--- config.mk ---
export PLATFORM = sky130hd
export DESIGN_NAME = conv2d_sched_flat
export DESIGN_NICKNAME = d
export VERILOG_FILES = /design/src/rtl/conv2d_sched_pkg.sv /design/src/rtl/conv2d_sched_if.sv /design/src/rtl/conv_win_addr_gen.sv /design/src/rtl/conv2d_sched.sv /design/src/flat_wrapper.sv
export SDC_FILE = /design/constraint.sdc
export NUM_CORES = 1
export LEC_CHECK = 0
export CORE_ASPECT_RATIO = 1.5
export CORE_MARGIN = 2
export CORE_UTILIZATION = 40
export DETAILED_ROUTE_END_ITERATION = 10
export GPL_TIMING_DRIVEN = 0
export PLACE_DENSITY = 0.75
export SETUP_SLACK_MARGIN = 0.05
export SYNTH_ARGS = -nofsm -noshare
export SYNTH_HDL_FRONTEND = slang
export SYNTH_SLANG_ARGS = --single-unit
--- constraint.sdc ---
create_clock -name clk -period 2.46 [get_ports clk]
set_input_delay 0.369 -clock clk [delete_from_list [all_inputs] [get_ports clk]]
set_output_delay 0.369 -clock clk [all_outputs]
set_load 0.05 [all_outputs]
--- src/rtl/conv2d_sched_pkg.sv ---
// ---------------------------------------------------------------------------
// conv2d_sched_pkg
// Shared definitions for the 3x3 convolution sequencer:
//   state_t    - sequencer FSM states (IDLE, FETCH, WAIT, RESULT)
//   KERNEL     - kernel edge length (3)
//   TAPS       - taps per window (9)
//   TAP_IDX_W  - width of a tap index (4 bits, covers 0..15)
// ---------------------------------------------------------------------------
package conv2d_sched_pkg;

   typedef enum logic [1:0] {
      IDLE   = 2'd0,
      FETCH  = 2'd1,
      WAIT   = 2'd2,
      RESULT = 2'd3
   } state_t;

   localparam int KERNEL    = 3;
   localparam int TAPS      = 9;
   localparam int TAP_IDX_W = 4;

endpackage

--- src/rtl/conv2d_sched_if.sv ---
// ---------------------------------------------------------------------------
// conv2d_sched_if
// Result stream between the sequencer and its downstream consumer.
//   res_data   - signed window result
//   res_valid  - result is valid, held until accepted
//   res_ready  - consumer accepts the result
//   res_last   - qualifies the final window of the pass
// master: the sequencer (drives data/valid/last), slave: the consumer.
// ---------------------------------------------------------------------------
interface conv2d_sched_if #(
   parameter int ACC_WIDTH = 32
) ();

   logic signed [ACC_WIDTH-1:0] res_data;
   logic                        res_valid;
   logic                        res_ready;
   logic                        res_last;

   modport master (
      output res_data,
      output res_valid,
      output res_last,
      input  res_ready
   );

   modport slave (
      input  res_data,
      input  res_valid,
      input  res_last,
      output res_ready
   );

endinterface

--- src/rtl/conv_win_addr_gen.sv ---
// ---------------------------------------------------------------------------
// conv_win_addr_gen
// Window/tap position counters and read-address generation for a valid-mode
// 3x3 window walking an IMG_W x IMG_H map in raster order.
//   clk, rst_n     - clock, asynchronous active-low reset
//   i_clear        - return all counters to window (0,0), tap 0
//   i_stepTap      - advance to the next tap (wraps after tap 8)
//   i_stepWindow   - advance to the next window (col first, then row)
//   o_addr         - (row+ky)*IMG_W + col + kx for the current tap
//   o_tap          - current tap index ky*3+kx
//   o_lastTap      - current tap is tap 8
//   o_lastWindow   - current window is (OUT_H-1, OUT_W-1)
// ---------------------------------------------------------------------------
module conv_win_addr_gen
   import conv2d_sched_pkg::*;
#(
   parameter int IMG_W      = 8,
   parameter int IMG_H      = 8,
   parameter int ADDR_WIDTH = 6
) (
   input  logic                  clk,
   input  logic                  rst_n,
   input  logic                  i_clear,
   input  logic                  i_stepTap,
   input  logic                  i_stepWindow,
   output logic [ADDR_WIDTH-1:0] o_addr,
   output logic [TAP_IDX_W-1:0]  o_tap,
   output logic                  o_lastTap,
   output logic                  o_lastWindow
);

   localparam int OUT_W = IMG_W - 2;
   localparam int OUT_H = IMG_H - 2;

   logic [ADDR_WIDTH-1:0] r_row;
   logic [ADDR_WIDTH-1:0] r_col;
   logic [1:0]            r_kx;
   logic [1:0]            r_ky;
   logic [TAP_IDX_W-1:0]  r_tap;
   logic                  w_lastCol;
   logic                  w_lastRow;

   // Tap position inside the window. The kernel offsets kx/ky are kept as
   // their own small counters alongside the linear tap index so the address
   // never needs a divide or modulo by 3.
   always_ff @(posedge clk or negedge rst_n) begin
      if (!rst_n) begin
         r_tap <= '0;
         r_kx  <= '0;
         r_ky  <= '0;
      end else if (i_clear) begin
         r_tap <= '0;
         r_kx  <= '0;
         r_ky  <= '0;
      end else if (i_stepTap) begin
         if (o_lastTap) begin
            r_tap <= '0;
            r_kx  <= '0;
            r_ky  <= '0;
         end else begin
            r_tap <= r_tap + TAP_IDX_W'(1);
            if (r_kx == 2'(KERNEL - 1)) begin
               r_kx <= '0;
               r_ky <= r_ky + 2'd1;
            end else begin
               r_kx <= r_kx + 2'd1;
            end
         end
      end
   end

   // Window position in raster order. Stepping past the final window wraps
   // back to (0,0) so the counters are already clean for the next pass.
   always_ff @(posedge clk or negedge rst_n) begin
      if (!rst_n) begin
         r_row <= '0;
         r_col <= '0;
      end else if (i_clear) begin
         r_row <= '0;
         r_col <= '0;
      end else if (i_stepWindow) begin
         if (w_lastCol) begin
            r_col <= '0;
            r_row <= w_lastRow ? '0 : r_row + ADDR_WIDTH'(1);
         end else begin
            r_col <= r_col + ADDR_WIDTH'(1);
         end
      end
   end

   // Address of the current tap plus the end-of-window / end-of-pass flags
   // the FSM uses to decide where to go next.
   always_comb begin
      w_lastCol    = (r_col == ADDR_WIDTH'(OUT_W - 1));
      w_lastRow    = (r_row == ADDR_WIDTH'(OUT_H - 1));
      o_lastTap    = (r_tap == TAP_IDX_W'(TAPS - 1));
      o_lastWindow = w_lastCol && w_lastRow;
      o_tap        = r_tap;
      o_addr       = (r_row + ADDR_WIDTH'(r_ky)) * ADDR_WIDTH'(IMG_W)
                     + r_col + ADDR_WIDTH'(r_kx);
   end

endmodule

--- src/rtl/conv2d_sched.sv ---
// ---------------------------------------------------------------------------
// conv2d_sched
// Sequencer feeding a 3x3 signed MAC. Walks every valid-mode window of the
// map, streams 9 pixel/weight pairs per window, captures the MAC result and
// offers it on a valid/ready stream.
//   clk, rst_n          - clock, asynchronous active-low reset
//   start/busy/done     - pass control and status
//   w_we/w_idx/w_data   - weight file write port (idle only)
//   mem_rd_en/mem_addr  - synchronous-read memory request
//   mem_rd_data         - memory data, one cycle after the request
//   mac_clr             - clears the MAC and aligns its tap counter
//   mac_pixel           - pass-through of mem_rd_data
//   mac_weight          - weight aligned with mac_pixel
//   mac_valid           - tap valid towards the MAC
//   mac_acc/_valid      - accumulated window result from the MAC
//   resIf               - result stream (res_data/valid/ready/last)
// ---------------------------------------------------------------------------
module conv2d_sched
   import conv2d_sched_pkg::*;
#(
   parameter int DATA_WIDTH = 8,
   parameter int ACC_WIDTH  = 32,
   parameter int IMG_W      = 8,
   parameter int IMG_H      = 8,
   parameter int ADDR_WIDTH = 6
) (
   input  logic                         clk,
   input  logic                         rst_n,
   input  logic                         start,
   output logic                         busy,
   output logic                         done,
   input  logic                         w_we,
   input  logic [TAP_IDX_W-1:0]         w_idx,
   input  logic signed [DATA_WIDTH-1:0] w_data,
   output logic                         mem_rd_en,
   output logic [ADDR_WIDTH-1:0]        mem_addr,
   input  logic signed [DATA_WIDTH-1:0] mem_rd_data,
   output logic                         mac_clr,
   output logic signed [DATA_WIDTH-1:0] mac_pixel,
   output logic signed [DATA_WIDTH-1:0] mac_weight,
   output logic                         mac_valid,
   input  logic signed [ACC_WIDTH-1:0]  mac_acc,
   input  logic                         mac_acc_valid,
   conv2d_sched_if.master               resIf
);

   state_t                        r_state;
   state_t                        w_nextState;
   logic signed [DATA_WIDTH-1:0]  r_weight [TAPS];
   logic                          r_macClr;
   logic                          r_busy;
   logic                          r_done;
   logic                          r_macValid;
   logic signed [DATA_WIDTH-1:0]  r_macWeight;
   logic signed [ACC_WIDTH-1:0]   r_resData;
   logic                          r_resValid;
   logic                          w_clear;
   logic                          w_stepTap;
   logic                          w_stepWindow;
   logic                          w_finish;
   logic                          w_handshake;
   logic                          w_rdEn;
   logic                          w_lastTap;
   logic                          w_lastWindow;
   logic [TAP_IDX_W-1:0]          w_tap;

   conv_win_addr_gen #(
      .IMG_W      (IMG_W),
      .IMG_H      (IMG_H),
      .ADDR_WIDTH (ADDR_WIDTH)
   ) u_addrGen (
      .clk          (clk),
      .rst_n        (rst_n),
      .i_clear      (w_clear),
      .i_stepTap    (w_stepTap),
      .i_stepWindow (w_stepWindow),
      .o_addr       (mem_addr),
      .o_tap        (w_tap),
      .o_lastTap    (w_lastTap),
      .o_lastWindow (w_lastWindow)
   );

   // State register. Reset lands in IDLE from any state, which also abandons
   // a pass in flight without producing a result or done.
   always_ff @(posedge clk or negedge rst_n) begin
      if (!rst_n) begin
         r_state <= IDLE;
      end else begin
         r_state <= w_nextState;
      end
   end

   // Next-state and counter strobes. FETCH issues one read per cycle, WAIT
   // sits until the MAC reports the window sum, and RESULT stalls the whole
   // pipeline until the consumer takes the result.
   always_comb begin
      w_nextState  = r_state;
      w_clear      = 1'b0;
      w_stepTap    = 1'b0;
      w_stepWindow = 1'b0;
      w_finish     = 1'b0;
      case (r_state)
         IDLE: begin
            if (start) begin
               w_clear     = 1'b1;
               w_nextState = FETCH;
            end
         end
         FETCH: begin
            w_stepTap = 1'b1;
            if (w_lastTap) begin
               w_nextState = WAIT;
            end
         end
         WAIT: begin
            if (mac_acc_valid) begin
               w_nextState = RESULT;
            end
         end
         RESULT: begin
            if (w_handshake) begin
               w_stepWindow = 1'b1;
               if (w_lastWindow) begin
                  w_finish    = 1'b1;
                  w_nextState = IDLE;
               end else begin
                  w_nextState = FETCH;
               end
            end
         end
         default: begin
            w_nextState = IDLE;
         end
      endcase
   end

   // Weight file. Writes are only taken in IDLE so the kernel cannot change
   // under a running pass; indices past tap 8 are dropped.
   always_ff @(posedge clk or negedge rst_n) begin
      if (!rst_n) begin
         for (int k = 0; k < TAPS; k++) begin
            r_weight[k] <= '0;
         end
      end else if ((r_state == IDLE) && w_we && (w_idx <= TAP_IDX_W'(TAPS - 1))) begin
         r_weight[w_idx] <= w_data;
      end
   end

   // Pass control: mac_clr is a one-cycle echo of the accepted start, busy
   // covers the whole pass, and done pulses alongside busy falling.
   always_ff @(posedge clk or negedge rst_n) begin
      if (!rst_n) begin
         r_macClr <= 1'b0;
         r_busy   <= 1'b0;
         r_done   <= 1'b0;
      end else begin
         r_macClr <= w_clear;
         r_done   <= w_finish;
         if (w_clear) begin
            r_busy <= 1'b1;
         end else if (w_finish) begin
            r_busy <= 1'b0;
         end
      end
   end

   // MAC feed. The memory returns data one cycle after the request, so the
   // valid and weight are delayed by one register to line up with the pixel.
   always_ff @(posedge clk or negedge rst_n) begin
      if (!rst_n) begin
         r_macValid  <= 1'b0;
         r_macWeight <= '0;
      end else begin
         r_macValid <= w_rdEn;
         if (r_state == FETCH) begin
            r_macWeight <= r_weight[w_tap];
         end
      end
   end

   // Result holding register. The MAC sum is only captured in WAIT and is
   // frozen until the consumer handshakes.
   always_ff @(posedge clk or negedge rst_n) begin
      if (!rst_n) begin
         r_resData  <= '0;
         r_resValid <= 1'b0;
      end else if ((r_state == WAIT) && mac_acc_valid) begin
         r_resData  <= mac_acc;
         r_resValid <= 1'b1;
      end else if ((r_state == RESULT) && w_handshake) begin
         r_resValid <= 1'b0;
      end
   end

   // Output wiring.
   always_comb begin
      w_rdEn      = (r_state == FETCH);
      w_handshake = r_resValid && resIf.res_ready;
   end

   assign mem_rd_en       = w_rdEn;
   assign mac_clr         = r_macClr;
   assign mac_pixel       = mem_rd_data;
   assign mac_weight      = r_macWeight;
   assign mac_valid       = r_macValid;
   assign busy            = r_busy;
   assign done            = r_done;
   assign resIf.res_data  = r_resData;
   assign resIf.res_valid = r_resValid;
   assign resIf.res_last  = r_resValid && w_lastWindow;

endmodule

--- src/flat_wrapper.sv ---
// flat-port wrapper written by rule: the top's interface ports become plain ports
module conv2d_sched_flat import conv2d_sched_pkg::*;
#(
   parameter int DATA_WIDTH = 8,
   parameter int ACC_WIDTH  = 32,
   parameter int IMG_W      = 8,
   parameter int IMG_H      = 8,
   parameter int ADDR_WIDTH = 6
)
  (clk, rst_n, start, busy, done, w_we, w_idx, w_data, mem_rd_en, mem_addr, mem_rd_data, mac_clr, mac_pixel, mac_weight, mac_valid, mac_acc, mac_acc_valid, resIf_res_data, resIf_res_valid, resIf_res_last, resIf_res_ready);
  conv2d_sched_if #(.ACC_WIDTH(ACC_WIDTH)) resIf_i ();
  input  logic clk;
  input  logic rst_n;
  input  logic start;
  output logic busy;
  output logic done;
  input  logic w_we;
  input  logic [TAP_IDX_W-1:0] w_idx;
  input  logic signed [DATA_WIDTH-1:0] w_data;
  output logic mem_rd_en;
  output logic [ADDR_WIDTH-1:0] mem_addr;
  input  logic signed [DATA_WIDTH-1:0] mem_rd_data;
  output logic mac_clr;
  output logic signed [DATA_WIDTH-1:0] mac_pixel;
  output logic signed [DATA_WIDTH-1:0] mac_weight;
  output logic mac_valid;
  input  logic signed [ACC_WIDTH-1:0] mac_acc;
  input  logic mac_acc_valid;
  output wire logic [$bits(resIf_i.res_data)-1:0] resIf_res_data;
  output wire logic [$bits(resIf_i.res_valid)-1:0] resIf_res_valid;
  output wire logic [$bits(resIf_i.res_last)-1:0] resIf_res_last;
  input wire logic [$bits(resIf_i.res_ready)-1:0] resIf_res_ready;
  assign resIf_res_data = resIf_i.res_data;
  assign resIf_res_valid = resIf_i.res_valid;
  assign resIf_res_last = resIf_i.res_last;
  assign resIf_i.res_ready = resIf_res_ready;
  conv2d_sched #(.DATA_WIDTH(DATA_WIDTH), .ACC_WIDTH(ACC_WIDTH), .IMG_W(IMG_W), .IMG_H(IMG_H), .ADDR_WIDTH(ADDR_WIDTH)) u_core (.clk(clk), .rst_n(rst_n), .start(start), .busy(busy), .done(done), .w_we(w_we), .w_idx(w_idx), .w_data(w_data), .mem_rd_en(mem_rd_en), .mem_addr(mem_addr), .mem_rd_data(mem_rd_data), .mac_clr(mac_clr), .mac_pixel(mac_pixel), .mac_weight(mac_weight), .mac_valid(mac_valid), .mac_acc(mac_acc), .mac_acc_valid(mac_acc_valid), .resIf(resIf_i));
endmodule
== Word level (Yosys, flattened, before mapping) ==
Cells that the tools add are included.

* Flip-flop bits (word level): 139
* Logic and storage cells: 107
* Input port bits: 58

* Mux-type cells: 42
* $add $sub $neg: 8
* Reduce and logical (&&, ||, !) cells: 18
* Magnitude comparators: 4
* Eq/ne operators: 11
* Bitwise logic cells: 2

{| class="wikitable"
|+ Operators with widths
! operator !! number
|-
| bitwise mux 72 bit || 1
|-
| two-way mux 6 bit || 7
|-
| binary-select mux 8 bit (select 4 bit) || 1
|-
| demux 8 bit (select 4 bit) || 1
|-
| two-way mux 2 bit || 12
|-
| two-way mux 8 bit || 3
|-
| two-way mux 1 bit || 13
|-
| adder 6 x 1 -> 6 bit (second input constant) || 2
|-
| equality test 6 x 3 -> 1 bit (second input constant) || 2
|-
| two-way mux 4 bit || 3
|-
| greater-or-equal comparator 5 bit (second input constant) || 2
|-
| inverter 4 -> 5 bit || 2
|-
| nonzero test 2 bit || 5
|-
| logical AND 1 bit || 8
|-
| one-hot mux 2 bit (4 select lines) || 1
|-
| adder 6 x 2 -> 6 bit || 1
|-
| adder 6 bit || 1
|-
| equality test 2 bit (second input constant) || 3
|-
| != test 2 bit (second input constant) || 3
|-
| less-than comparator 5 x 1 -> 1 bit (second input constant) || 1
|-
| adder 2 x 1 -> 2 bit (second input constant) || 2
|-
| adder 4 x 1 -> 4 bit (second input constant) || 1
|-
| equality test 4 bit (second input constant) || 1
|-
| <= comparator 4 bit (second input constant) || 1
|-
| other kinds (7) || 8
|}

== Depth between registers and ports, before layout ==
Gate-level depths: netlist of the first run.

* Depth in word-level cells: 7
* Gate-level depth with buffers: 9

== Cells and area by module ==
From an unflattened synthesis of the first run, not the netlist that was laid out.

* Cell total of the unflattened synthesis: 485
* Area total of the unflattened synthesis: 6516.2 sq um

{| class="wikitable"
|+ Modules (own cells, without submodules)
! module !! area an instance (sq um) !! seq. area each (sq um) !! cells an instance !! instances
|-
| conv2d_sched || 5191.2 || 2977.9 || 342 || 1
|-
| conv_win_addr_gen || 1325.0 || 500.5 || 143 || 1
|}

== Worst setup path before layout of the first run ==
OpenSTA, ideal clock, no wires.

* Path type: reg2out
* Start point: register u_core.u_addrGen.r_row[0]
* End point: output mem_addr[5]
* Path buffers: 0
* Slack: -0.366 ns
* Data required time: 2.091 ns
* Stages on the path, launching flop included: 7
* Arrival: 2.457 ns
* Path through: dfrtp_1 -> ha_1 -> fa_1 -> ha_1 -> a21oi_1 -> o21ai_0 -> xnor2_1

* Cells in the longest elaborated chain, start to end: 3

{| class="wikitable"
|+ Ends and longest elaborated chain
! element !! line !! source
|-
| start, declared || conv_win_addr_gen.sv:35 || <nowiki>logic [ADDR_WIDTH-1:0] r_row;</nowiki>
|-
| start signal, assigned || conv_win_addr_gen.sv:84 || <nowiki>r_row <= w_lastRow ? '0 : r_row + ADDR_WIDTH'(1);</nowiki>
|-
| adder 3 x 2 -> 3 bit || conv_win_addr_gen.sv:99 || <nowiki>o_addr = (r_row + ADDR_WIDTH'(r_ky)) * ADDR_WIDTH'(IMG_W)</nowiki>
|-
| adder 6 bit || conv_win_addr_gen.sv:100 || <nowiki>+ r_col + ADDR_WIDTH'(r_kx);</nowiki>
|-
| adder 6 x 2 -> 6 bit || conv_win_addr_gen.sv:100 ||
|-
| end, declared || flat_wrapper.sv:21 || <nowiki>output logic [ADDR_WIDTH-1:0] mem_addr;</nowiki>
|}

No other way between the ends.

== Final worst setup path of the first run ==
Ends and elaborated chain as after synthesis.

==> results of run 1 <==
==> through the flow <==
stage | TNS, ps | instance area [um^2] | power (W) | hold WS, ps | utilization
after floorplan | -127.2 | 6459 | 0.006635 | 73.41 | -
after global placement | -574700 | 7814 | 0.007938 | 481.2 | 0.4978
after detailed placement | -3479 | 7843 | 0.008139 | 385.7 | 0.4997
after CTS | -336.5 | 8642 | 0.01086 | 501.3 | 0.5506
after global routing | -486.5 | 8663 | 0.01134 | 517.9 | 0.5520
final | -376.8 | 8663 | 0.01080 | 501.4 | 0.5520
==> cell usage in the layout, fill, tap and decap left out, types with 3 or more instances in the layout <==
cell type / instances
dfrtp_1: 138
mux2_2: 105
clkdlybuf4s50_1: 102
nand2_1: 24
nor2b_1: 20
buf_4: 17
clkbuf_16: 17
nor2_1: 16
a211oi_1: 14
ha_1: 13
a21oi_1: 11
inv_1: 10
nor4_1: 8
mux4_2: 8
a221o_1: 8
buf_2: 7
clkbuf_1: 7
o21ai_0: 7
inv_6: 6
xor2_1: 5
nand3_1: 5
buf_6: 5
buf_1: 4
and3_1: 4
or3_1: 4
nand4b_1: 4
clkbuf_2: 3
nand4_1: 3
nor3_1: 3
or4_1: 3
mux2i_1: 3
clkinvlp_4: 3
==> sequential cells by signal (all words and copies together) (netlist names) <==
name                    flops
u_core.mac_valid            1
u_core.u_addrGen.r_kx       2
u_core.u_addrGen.r_row      6
u_core.resIf.res_valid      1
u_core.r_weight            72
u_core.u_addrGen.o_tap      4
u_core.r_state              2
u_core.u_addrGen.r_col      6
u_core.done                 1
u_core.u_addrGen.r_ky       2
u_core.busy                 1
u_core.mac_weight           8
u_core.resIf.res_data      32
u_core.mac_clr              1
==> how the worst max path moves through the flow <==
stage          cells after the start                                to  slack, ps                                  start
2_1_floorplan                      6                       mem_addr[5]       -130  u_core.u_addrGen.r_row[0]$_DFFE_PN0P_
3_3_place_gp                       1  u_core.mac_weight[5]$_DFFE_PN0P_      -4140                                  rst_n
3_5_place_dp                       7                       mem_addr[5]       -750  u_core.u_addrGen.r_row[0]$_DFFE_PN0P_
4_1_cts                            7                       mem_addr[5]       -270  u_core.u_addrGen.r_row[0]$_DFFE_PN0P_
5_1_grt                            7                       mem_addr[5]       -330  u_core.u_addrGen.r_row[0]$_DFFE_PN0P_
6_report                           7                       mem_addr[5]       -280  u_core.u_addrGen.r_row[0]$_DFFE_PN0P_
==> what timing repair did <==
| action | CTS | global route |
|---|---|---|
| pin swaps | 6 | 1 |
| hold endpoints to repair | 60 | 0 |
| hold buffers | 1 | 0 |
| setup endpoints to repair | 62 | 87 |
| gates resized for setup | 53 | 15 |
| setup buffers | 8 | 2 |
==> area by class of cell <==
class,count,area (um^2)
Fill cell,1297,7032
Sequential cell,139,3480
Multi-Input combinational cell,314,2909
Timing Repair Buffer,122,1217
Clock buffer,19,452.9
Tap cell,203,254.0
Buffer,29,160.2
Clock inverter,13,152.6
Inverter,10,37.54
==> per-layer routing <==
metal | vias up | track usage | wire length (um) | share of wire
met4 | 0 | 0.07925 | 518 | 0.034
met3 | 37 | 0.04544 | 463 | 0.030
met5 | - | 0 | 0 | 0
met2 | 97 | 0.3476 | 8823 | 0.57
li1 | 2074 | - | - | -
met1 | 2357 | 0.1987 | 5623 | 0.36
==> power groups by stage <==
| stage | Sequential [W] | Combinational [W] | Clock (W) |
|---|---|---|---|
| finish | 0.00357 | 0.00465 | 0.00258 |
| global route | 0.00367 | 0.00493 | 0.00274 |
| CTS | 0.00357 | 0.00466 | 0.00263 |
| detailed placement | 0.00360 | 0.00454 | 0 |
| global placement | 0.00353 | 0.00441 | 0 |
| floorplan | 0.00465 | 0.00198 | 0 |
==> logic make-up after synthesis <==
logic type,after synthesis,synth area share
buffers and inverters,40,0.03010
multiplexers,116,0.2161
AND/OR/NAND/NOR,112,0.09864
adder cells (fa/ha/maj),18,0.03728
XOR/XNOR,8,0.01087
AO/OA/AOI/OAI,60,0.06719
flip-flops,139,0.5398
==> impl_metrics.json, run 1 <==
{
  "status": "finished, violations left",
  "violations": "setup timing",
  "power_density_mw_per_mm2": 1247,
  "gp_congestion": 0.8027,
  "gr-total-overflow": 0,
  "cp.arrival_ps": 2380,
  "grt_use_total": 0.1880,
  "netlist_top_cells_area": "dfrtp_1 (54%), mux2_2 (18%), ha_1 (3.1%)",
  "crit_fanout": 3,
  "worstPathCellList": "ha_2 -> fa_1 -> ha_4 -> nand3_2 -> o21ai_2 -> xnor2_2 -> buf_6",
  "grt_pass1_vias": 4985,
  "slew_viol_final": 0,
  "hold_class": "input pin to asynchronous set/reset pin",
  "peakVddDrop_mv": 0.5365,
  "netlist_instances": 493,
  "finalCritPeriodShare": 1.116,
  "critPathBufInv": 1,
  "synth_fp_nets": 569,
  "clock-root-buffer": "clkbuf_16",
  "tightest_slew_ps": 593.1,
  "vias_per_cell": 5.377,
  "seqPwrFrac": 0.331,
  "drive_gt1_frac": 0.3204,
  "worstSetupStartpointType": "flip-flop",
  "core-area_mm2": 0.01570,
  "grt_pass1_wl_um": 25210,
  "cts.clk_slew.worst_paths_ps": 60,
  "r2r_end": "u_core.r_weight[26]$_DFFE_PN0P_",
  "synth_top_area_frac": 0.5398,
  "worst_slack_ps": -284.7,
  "start_util": 0.4106,
  "crit_family": "adder cells",
  "clock.fmax_mhz": 364.3,
  "grt_max_degree": 80,
  "ys_types": 54,
  "synth_flop_cell": "dfrtp_1",
  "fin_nets": 709,
  "synth_area_leader_cell": "dfrtp_1",
  "fin_cells": 849,
  "maxCapViolCount": 0,
  "die_width_um": 107.6,
  "p_clk_frac": 0.239,
  "drtAntennaViolNets": 0,
  "cts.path.max_buffers": 2,
  "switching_share": 0.3929,
  "leakage_nw": 3.893,
  "num_rows": 56,
  "vias": 4565,
  "synth.most_common_cell": "dfrtp_1",
  "yosysSeqAreaShare": 0.5398,
  "cts_tree": "yes",
  "h-tree-depth": 4,
  "die_h_um": 159.4,
  "io_pins": 119,
  "clock_latency_ps": 410,
  "r2r_slack_ps": 170,
  "yosysWarningCount": 0,
  "remaining_drc_errors": 0,
  "final-hold-violation-count": 0,
  "synth-seq-cells": 139,
  "power_frac_comb": 0.430,
  "syn2layout_area_growth_pct": 34.45,
  "netlist_area_mm2": 0.006444,
  "max_stage_delay_ps": 490,
  "relSlewSlack": 0.6034,
  "p_int_w": 0.006559,
  "clock_skew_ps": 9.769,
  "num_antenna_cells": 0,
  "synth_commonest_cells": "dfrtp_1 (139), mux2_2 (105), nand2_1 (24), nor2b_1 (20), nor2_1 (18)",
  "setup_viol_count_final": 2,
  "rr_startpoint": "u_core.r_state[0]$_DFFE_PN0P_",
  "switchingPower_w": 0.004245,
  "async_flop_share": 1.000,
  "required_ps": 2090,
  "portBuffers": 110,
  "dieArea_mm2": 0.01716,
  "rsz0062_at_grt": "true",
  "dp_hpwl_um": 11220,
  "period_minus_slack_ps": 2745,
  "critPathSlowestCell": "fa_1",
  "criticalPathCategory": "flip-flop to primary output",
  "crit_path_end_kind": "primary output",
  "antenna_found_initial": 0,
  "drtPass1Iterations": 4,
  "clock-sinks": 139,
  "totalWireLength_um": 15430,
  "numCtsBuffers": 17,
  "drt_iter0_markers": 292,
  "avgSynthCellArea_um2": 13.07,
  "reg2reg_depth": 8,
  "routedWlPerCell_um": 18.17,
  "dp_cells": 807,
  "pre_cts_ws_ps": -745.7,
  "synth_enable_flop_cells": 0
}
(Power assumes the default switching activity.)
==> run 2: changes to the inputs <==
--- a/config.mk
+++ b/config.mk
@@ -8,10 +8,12 @@
 export CORE_ASPECT_RATIO = 1.5
 export CORE_MARGIN = 2
 export CORE_UTILIZATION = 40
+export CTS_BUF_LIST = sky130_fd_sc_hd__clkbuf_2
 export DETAILED_ROUTE_END_ITERATION = 10
 export GPL_TIMING_DRIVEN = 0
 export PLACE_DENSITY = 0.75
 export SETUP_SLACK_MARGIN = 0.05
+export SKIP_CTS_REPAIR_TIMING = 1
 export SYNTH_ARGS = -nofsm -noshare
 export SYNTH_HDL_FRONTEND = slang
 export SYNTH_SLANG_ARGS = --single-unit
==> run 2 against run 1 <==
  * The run still ends with setup timing left
  * Core utilization shrank 1.8 points
  * Sequential power is essentially flat
  * First-iteration DRC count shrank 26%
  * Total power shrank 11%
==> impl_metrics.json, run 2 (synthesis gave the netlist of run 1 again) <==
{
  "status": "finished, violations left",
  "violations": "setup timing",
  "syn2layout_area_growth_pct": 30.14,
  "clock.fmax_mhz": 325.1,
  "die_width_um": 107.6,
  "rr_startpoint": "u_core.r_state[0]$_DFFE_PN0P_",
  "worst_slack_ps": -615.9,
  "numCtsBuffers": 17,
  "die_h_um": 159.4,
  "io_pins": 119,
  "final_util": 0.5343,
  "power_density_mw_per_mm2": 1152,
  "drive_gt1_frac": 0.3308,
  "vias": 4524,
  "finalCritPeriodShare": 1.250,
  "portBuffers": 110,
  "peakVddDrop_mv": 0.5448,
  "period_minus_slack_ps": 3076,
  "cts_tree": "yes",
  "crit_fanout": 4,
  "start_util": 0.4106,
  "grt_max_degree": 80,
  "ff_latch_area_mm2": 0.003485,
  "seqPwrFrac": 0.369,
  "setup_viol_count_final": 5,
  "reg2reg_depth": 8,
  "num_rows": 56,
  "criticalPathCategory": "flip-flop to primary output",
  "cts.clk_slew.worst_paths_ps": 230,
  "clock-sinks": 139,
  "r2r_end": "u_core.r_weight[30]$_DFFE_PN0P_",
  "grt_pass1_wl_um": 24230,
  "drt_iter0_markers": 216,
  "h-tree-depth": 4,
  "dieArea_mm2": 0.01716,
  "p_int_w": 0.005518,
  "antenna_found_initial": 1,
  "fill_cells": 1347,
  "largest_register_ffs": 72,
  "switching_share": 0.4289,
  "tightest_slew_ps": 610.7,
  "leakage_nw": 3.762,
  "multi_input_area_mm2": 0.002957,
  "switchingPower_w": 0.004144,
  "gp_congestion": 0.8027,
  "core-area_mm2": 0.01570,
  "p_clk_frac": 0.142,
  "holdWs_ps": 188.5,
  "relSlewSlack": 0.5916,
  "clock_latency_ps": 690,
  "r2r_slack_ps": 40,
  "gr-total-overflow": 0,
  "final-hold-violation-count": 0,
  "power_frac_comb": 0.489,
  "fin_nets": 710,
  "crit_path_end_kind": "primary output",
  "drtPass1Iterations": 6,
  "worstSetupStartpointType": "flip-flop",
  "clock_skew_ps": 39.45,
  "slew_viol_final": 0,
  "clock-root-buffer": "clkbuf_2",
  "grt_pass1_vias": 4781,
  "drtAntennaViolNets": 0,
  "final_common_cell": "dfrtp_1",
  "max_flop_register": "u_core.r_weight",
  "dp_hpwl_um": 11220,
  "mostFrequentLayoutCells": "dfrtp_1 (134), mux2_2 (105), clkdlybuf4s50_1 (100)",
  "remaining_drc_errors": 0,
  "maxCapViolCount": 0,
  "vias_per_cell": 5.316,
  "rsz0062_at_grt": "true",
  "required_ps": 2090,
  "cp.arrival_ps": 2710,
  "grt_use_total": 0.1801,
  "routedWlPerCell_um": 18.01,
  "totalWireLength_um": 15320,
  "cts.path.max_buffers": 2,
  "hold_class": "input pin to asynchronous set/reset pin"
}
## run 2: changes by cell type in the layout (fill, tap and decap cells not counted), sizes merged
cell	delta
buf	+2
clkbuf	-2
clkdlybuf4s50	-2
clkinv	+2
dlymetal6s2s	+2
diode	+1
dlygate4sd2	-1
## run 2: routing by layer
layer,part of all wire,track usage,vias up
met5,0,0,-
met4,0.025,0.07692,0
met3,0.029,0.03316,28
met2,0.58,0.3373,103
met1,0.36,0.1927,2316
li1,-,-,2077
## run 2: power by group through the flow
| stage | sequential [W] | clock [W] | combinational (W) |
|---|---|---|---|
| after floorplan | 0.00465 | 0 | 0.00198 |
| after global placement | 0.00353 | 0 | 0.00441 |
| after detailed placement | 0.00360 | 0 | 0.00454 |
| after CTS | 0.00355 | 0.00141 | 0.00455 |
| after global routing | 0.00366 | 0.00151 | 0.00501 |
| final | 0.00357 | 0.00137 | 0.00473 |
## run 2: per-stage QoR
| stage | setup WS, ps | TNS, ps | total power [W] | std cells | area (um^2) |
|---|---|---|---|---|---|
| floorplan | -127.2 | -127.2 | 0.006635 | 493 | 6459 |
| global placement | -4137 | -574700 | 0.007938 | 806 | 7814 |
| detailed placement | -745.7 | -3479 | 0.008139 | 807 | 7843 |
| CTS | -1540 | -10390 | 0.009507 | 839 | 8088 |
| global route | -770.8 | -2196 | 0.01018 | 851 | 8386 |
| finish | -615.9 | -1312 | 0.009662 | 851 | 8386 |
## run 2: area by class of cell
| class | instances | share of cell area |
|---|---|---|
| multi-input cells | 314 | 0.3526 |
| inverters | 10 | 0.004476 |
| diodes | 1 | 0.0002984 |
| repair buffers | 123 | 0.1486 |
| flip-flops and latches | 139 | 0.4155 |
| clock buffers | 17 | 0.01015 |
| plain buffers | 29 | 0.01895 |
| clock inverters | 15 | 0.01910 |
| well taps | 203 | 0.03029 |
## run 2: worst max-delay path by stage
stage,cells after the start,slack (ps),end,from
after floorplan,6,-130,mem_addr[5],u_core.u_addrGen.r_row[0]$_DFFE_PN0P_
after detailed placement,7,-750,mem_addr[5],u_core.u_addrGen.r_row[0]$_DFFE_PN0P_
after global placement,1,-4140,u_core.mac_weight[5]$_DFFE_PN0P_,rst_n
after CTS,7,-1540,mem_addr[5],u_core.u_addrGen.r_row[0]$_DFFE_PN0P_
after global routing,7,-770,mem_addr[5],u_core.u_addrGen.r_row[0]$_DFFE_PN0P_
final,7,-620,mem_addr[5],u_core.u_addrGen.r_row[0]$_DFFE_PN0P_
## run 2: critical path, cell delays in order (launching register included)
cell and delay, ps:
dfrtp_2 490, ha_4 170, fa_1 550, ha_4 220
a21oi_1 180, o21ai_2 100, xnor2_2 140, buf_6 180
==> run 3: changes to the inputs <==
--- a/config.mk
+++ b/config.mk
@@ -5,13 +5,15 @@
 export SDC_FILE = /design/constraint.sdc
 export NUM_CORES = 1
 export LEC_CHECK = 0
+export CELL_PAD_IN_SITES_DETAIL_PLACEMENT = 1
+export CELL_PAD_IN_SITES_GLOBAL_PLACEMENT = 1
 export CORE_ASPECT_RATIO = 1.5
 export CORE_MARGIN = 2
 export CORE_UTILIZATION = 40
 export CTS_BUF_LIST = sky130_fd_sc_hd__clkbuf_2
 export DETAILED_ROUTE_END_ITERATION = 10
 export GPL_TIMING_DRIVEN = 0
-export PLACE_DENSITY = 0.75
+export PLACE_DENSITY = 0.87
 export SETUP_SLACK_MARGIN = 0.05
 export SKIP_CTS_REPAIR_TIMING = 1
 export SYNTH_ARGS = -nofsm -noshare
==> run 3 against run 2 <==
  * The run still ends with setup timing left
  * Fmax down 2.9%
  * Worst hold slack better by 59 ps
  * Via count up 4.0%
  * Design area up 1.1%
  * Critical path depth unchanged
  * Final cell count up 1.3%
  * Critical endpoint unchanged
==> impl_metrics.json, run 3 (synthesis gave the netlist of run 1 again) <==
{
  "grt_use_total": 0.2071,
  "rr_startpoint": "u_core.r_state[0]$_DFFE_PN0P_",
  "cts_tree": "yes",
  "clock-sinks": 139,
  "clock_latency_ps": 710,
  "syn2layout_area_growth_pct": 31.55,
  "cp.arrival_ps": 2800,
  "status": "finished, violations left",
  "finalCritPeriodShare": 1.288,
  "min_from": "mac_acc[25]",
  "reg2reg_depth": 6,
  "grt_pass1_vias": 5110,
  "hold_end": "u_core.resIf.res_data[25]$_DFFE_PN0P_",
  "r2r_slack_ps": 60,
  "maxCapViolCount": 0,
  "h-tree-depth": 4,
  "drtAntennaViolNets": 0,
  "leakage_nw": 3.979,
  "routedWlPerCell_um": 21.57,
  "crit_fanout": 5,
  "drt_iter0_markers": 186,
  "violations": "setup timing",
  "period_minus_slack_ps": 3168,
  "cts.path.max_buffers": 2,
  "cts.clk_slew.worst_paths_ps": 240,
  "clock_skew_ps": 28.31,
  "vias_per_cell": 5.459,
  "required_ps": 2090,
  "setup_tns_ps": -1526,
  "max_flop_register": "u_core.r_weight",
  "dieArea_mm2": 0.01716,
  "io_pins": 119,
  "remaining_drc_errors": 0,
  "relSlewSlack": 0.5419,
  "worstSetupStartpointType": "flip-flop",
  "core-area_mm2": 0.01570,
  "die_width_um": 107.6,
  "rsz0062_at_grt": "true",
  "vias": 4706,
  "numCtsBuffers": 17,
  "gr-total-overflow": 0,
  "num_rows": 56,
  "setup_viol_count_final": 5,
  "antenna_found_initial": 1,
  "dp_hpwl_um": 12950,
  "start_util": 0.4106,
  "clock.fmax_mhz": 315.7,
  "drive_gt1_frac": 0.3419,
  "final_cell_area_mm2": 0.008477,
  "hold_depth": 2,
  "worst_slack_ps": -707.5,
  "gp_congestion": 0.8652,
  "hold_class": "input pin to flip-flop",
  "grt_max_degree": 104,
  "r2r_end": "u_core.r_weight[57]$_DFFE_PN0P_",
  "placed_cell_area_mm2": 0.007843,
  "slew_viol_final": 0,
  "grt_pass1_wl_um": 27260,
  "crit_path_end_kind": "primary output",
  "clock-root-buffer": "clkbuf_2",
  "criticalPathCategory": "flip-flop to primary output",
  "power_density_mw_per_mm2": 1156,
  "largest_register_ffs": 72,
  "final_common_cell": "dfrtp_1",
  "totalWireLength_um": 18600,
  "die_h_um": 159.4,
  "portBuffers": 110,
  "mostFrequentLayoutCells": "dfrtp_1 (134), mux2_2 (105), clkdlybuf4s50_1 (83)",
  "fin_nets": 721,
  "tightest_slew_ps": 685.1,
  "final-hold-violation-count": 0,
  "drtPass1Iterations": 4,
  "peakVddDrop_mv": 0.6508
}
[run 3: cell count changes in the layout (fill, tap and decap cells not counted), sizes merged]
cell           previous run  this run
dlymetal6s2s              2        19
clkbuf                   29        33
clkdlybuf4s50           100        83
bufinv                    2         1
dlygate4sd3               1         3
clkinvlp                  3         5
clkinv                    4         2
inv                      16        14
buf                      37        45
[run 3: worst max-delay path by stage]
stage | startpoint | to
2_1_floorplan | u_core.u_addrGen.r_row[0]$_DFFE_PN0P_ | mem_addr[5]
3_3_place_gp | rst_n | u_core.mac_weight[3]$_DFFE_PN0P_
3_5_place_dp | u_core.u_addrGen.r_row[0]$_DFFE_PN0P_ | mem_addr[5]
4_1_cts | u_core.u_addrGen.r_row[0]$_DFFE_PN0P_ | mem_addr[5]
5_1_grt | u_core.u_addrGen.r_row[0]$_DFFE_PN0P_ | mem_addr[5]
6_report | u_core.u_addrGen.r_row[0]$_DFFE_PN0P_ | mem_addr[5]
[run 3: cell type report]
class	count	area, um^2
Tap cell	203	254.0
Buffer	30	173.9
Sequential cell	139	3485
Inverter	10	37.54
Multi-Input combinational cell	314	2939
Clock buffer	20	100.1
Timing Repair Buffer	133	1369
Antenna cell	1	2.502
Clock inverter	12	116.4
Fill cell	1647	7218
[run 3: where the power goes]
group	total (W)	internal [W]	switching, W	leakage (nW)
Clock	0.00129	0.000386	0.000903	0.124
Combinational	0.00492	0.00201	0.00291	2.05
Sequential	0.00360	0.00308	0.000522	1.80
Total	0.00980	0.00547	0.00433	3.98
[run 3: through the flow]
stage	setup slack (ps)	total power, W	hold slack (ps)	std cells	util
2_1_floorplan	-127.2	0.006635	73.41	493	-
3_3_place_gp	-4142	0.007963	481.4	806	0.4978
3_5_place_dp	-818.3	0.008272	294.4	807	0.4997
4_1_cts	-1655	0.009550	-563.6	839	0.5135
5_1_grt	-831.5	0.01028	156.7	862	0.5401
6_report	-707.5	0.009802	248.0	862	0.5401
[run 3: layer usage]
layer	GRT usage	vias to the layer above	wire length, um	part of all wire
li1	-	2107	-	-
met1	0.2160	2454	6653	0.36
met2	0.3957	104	10920	0.59
met3	0.03643	41	426	0.023
met4	0.08683	0	597	0.032
met5	0	-	0	0
[run 3: critical path, stage by stage, from the launching register on]
cell and delay (ps):
dfrtp_2 500, ha_4 180, fa_1 490, ha_4 320, nand3_2 90, o21ai_2 200, xnor2_2 140, buf_6 180
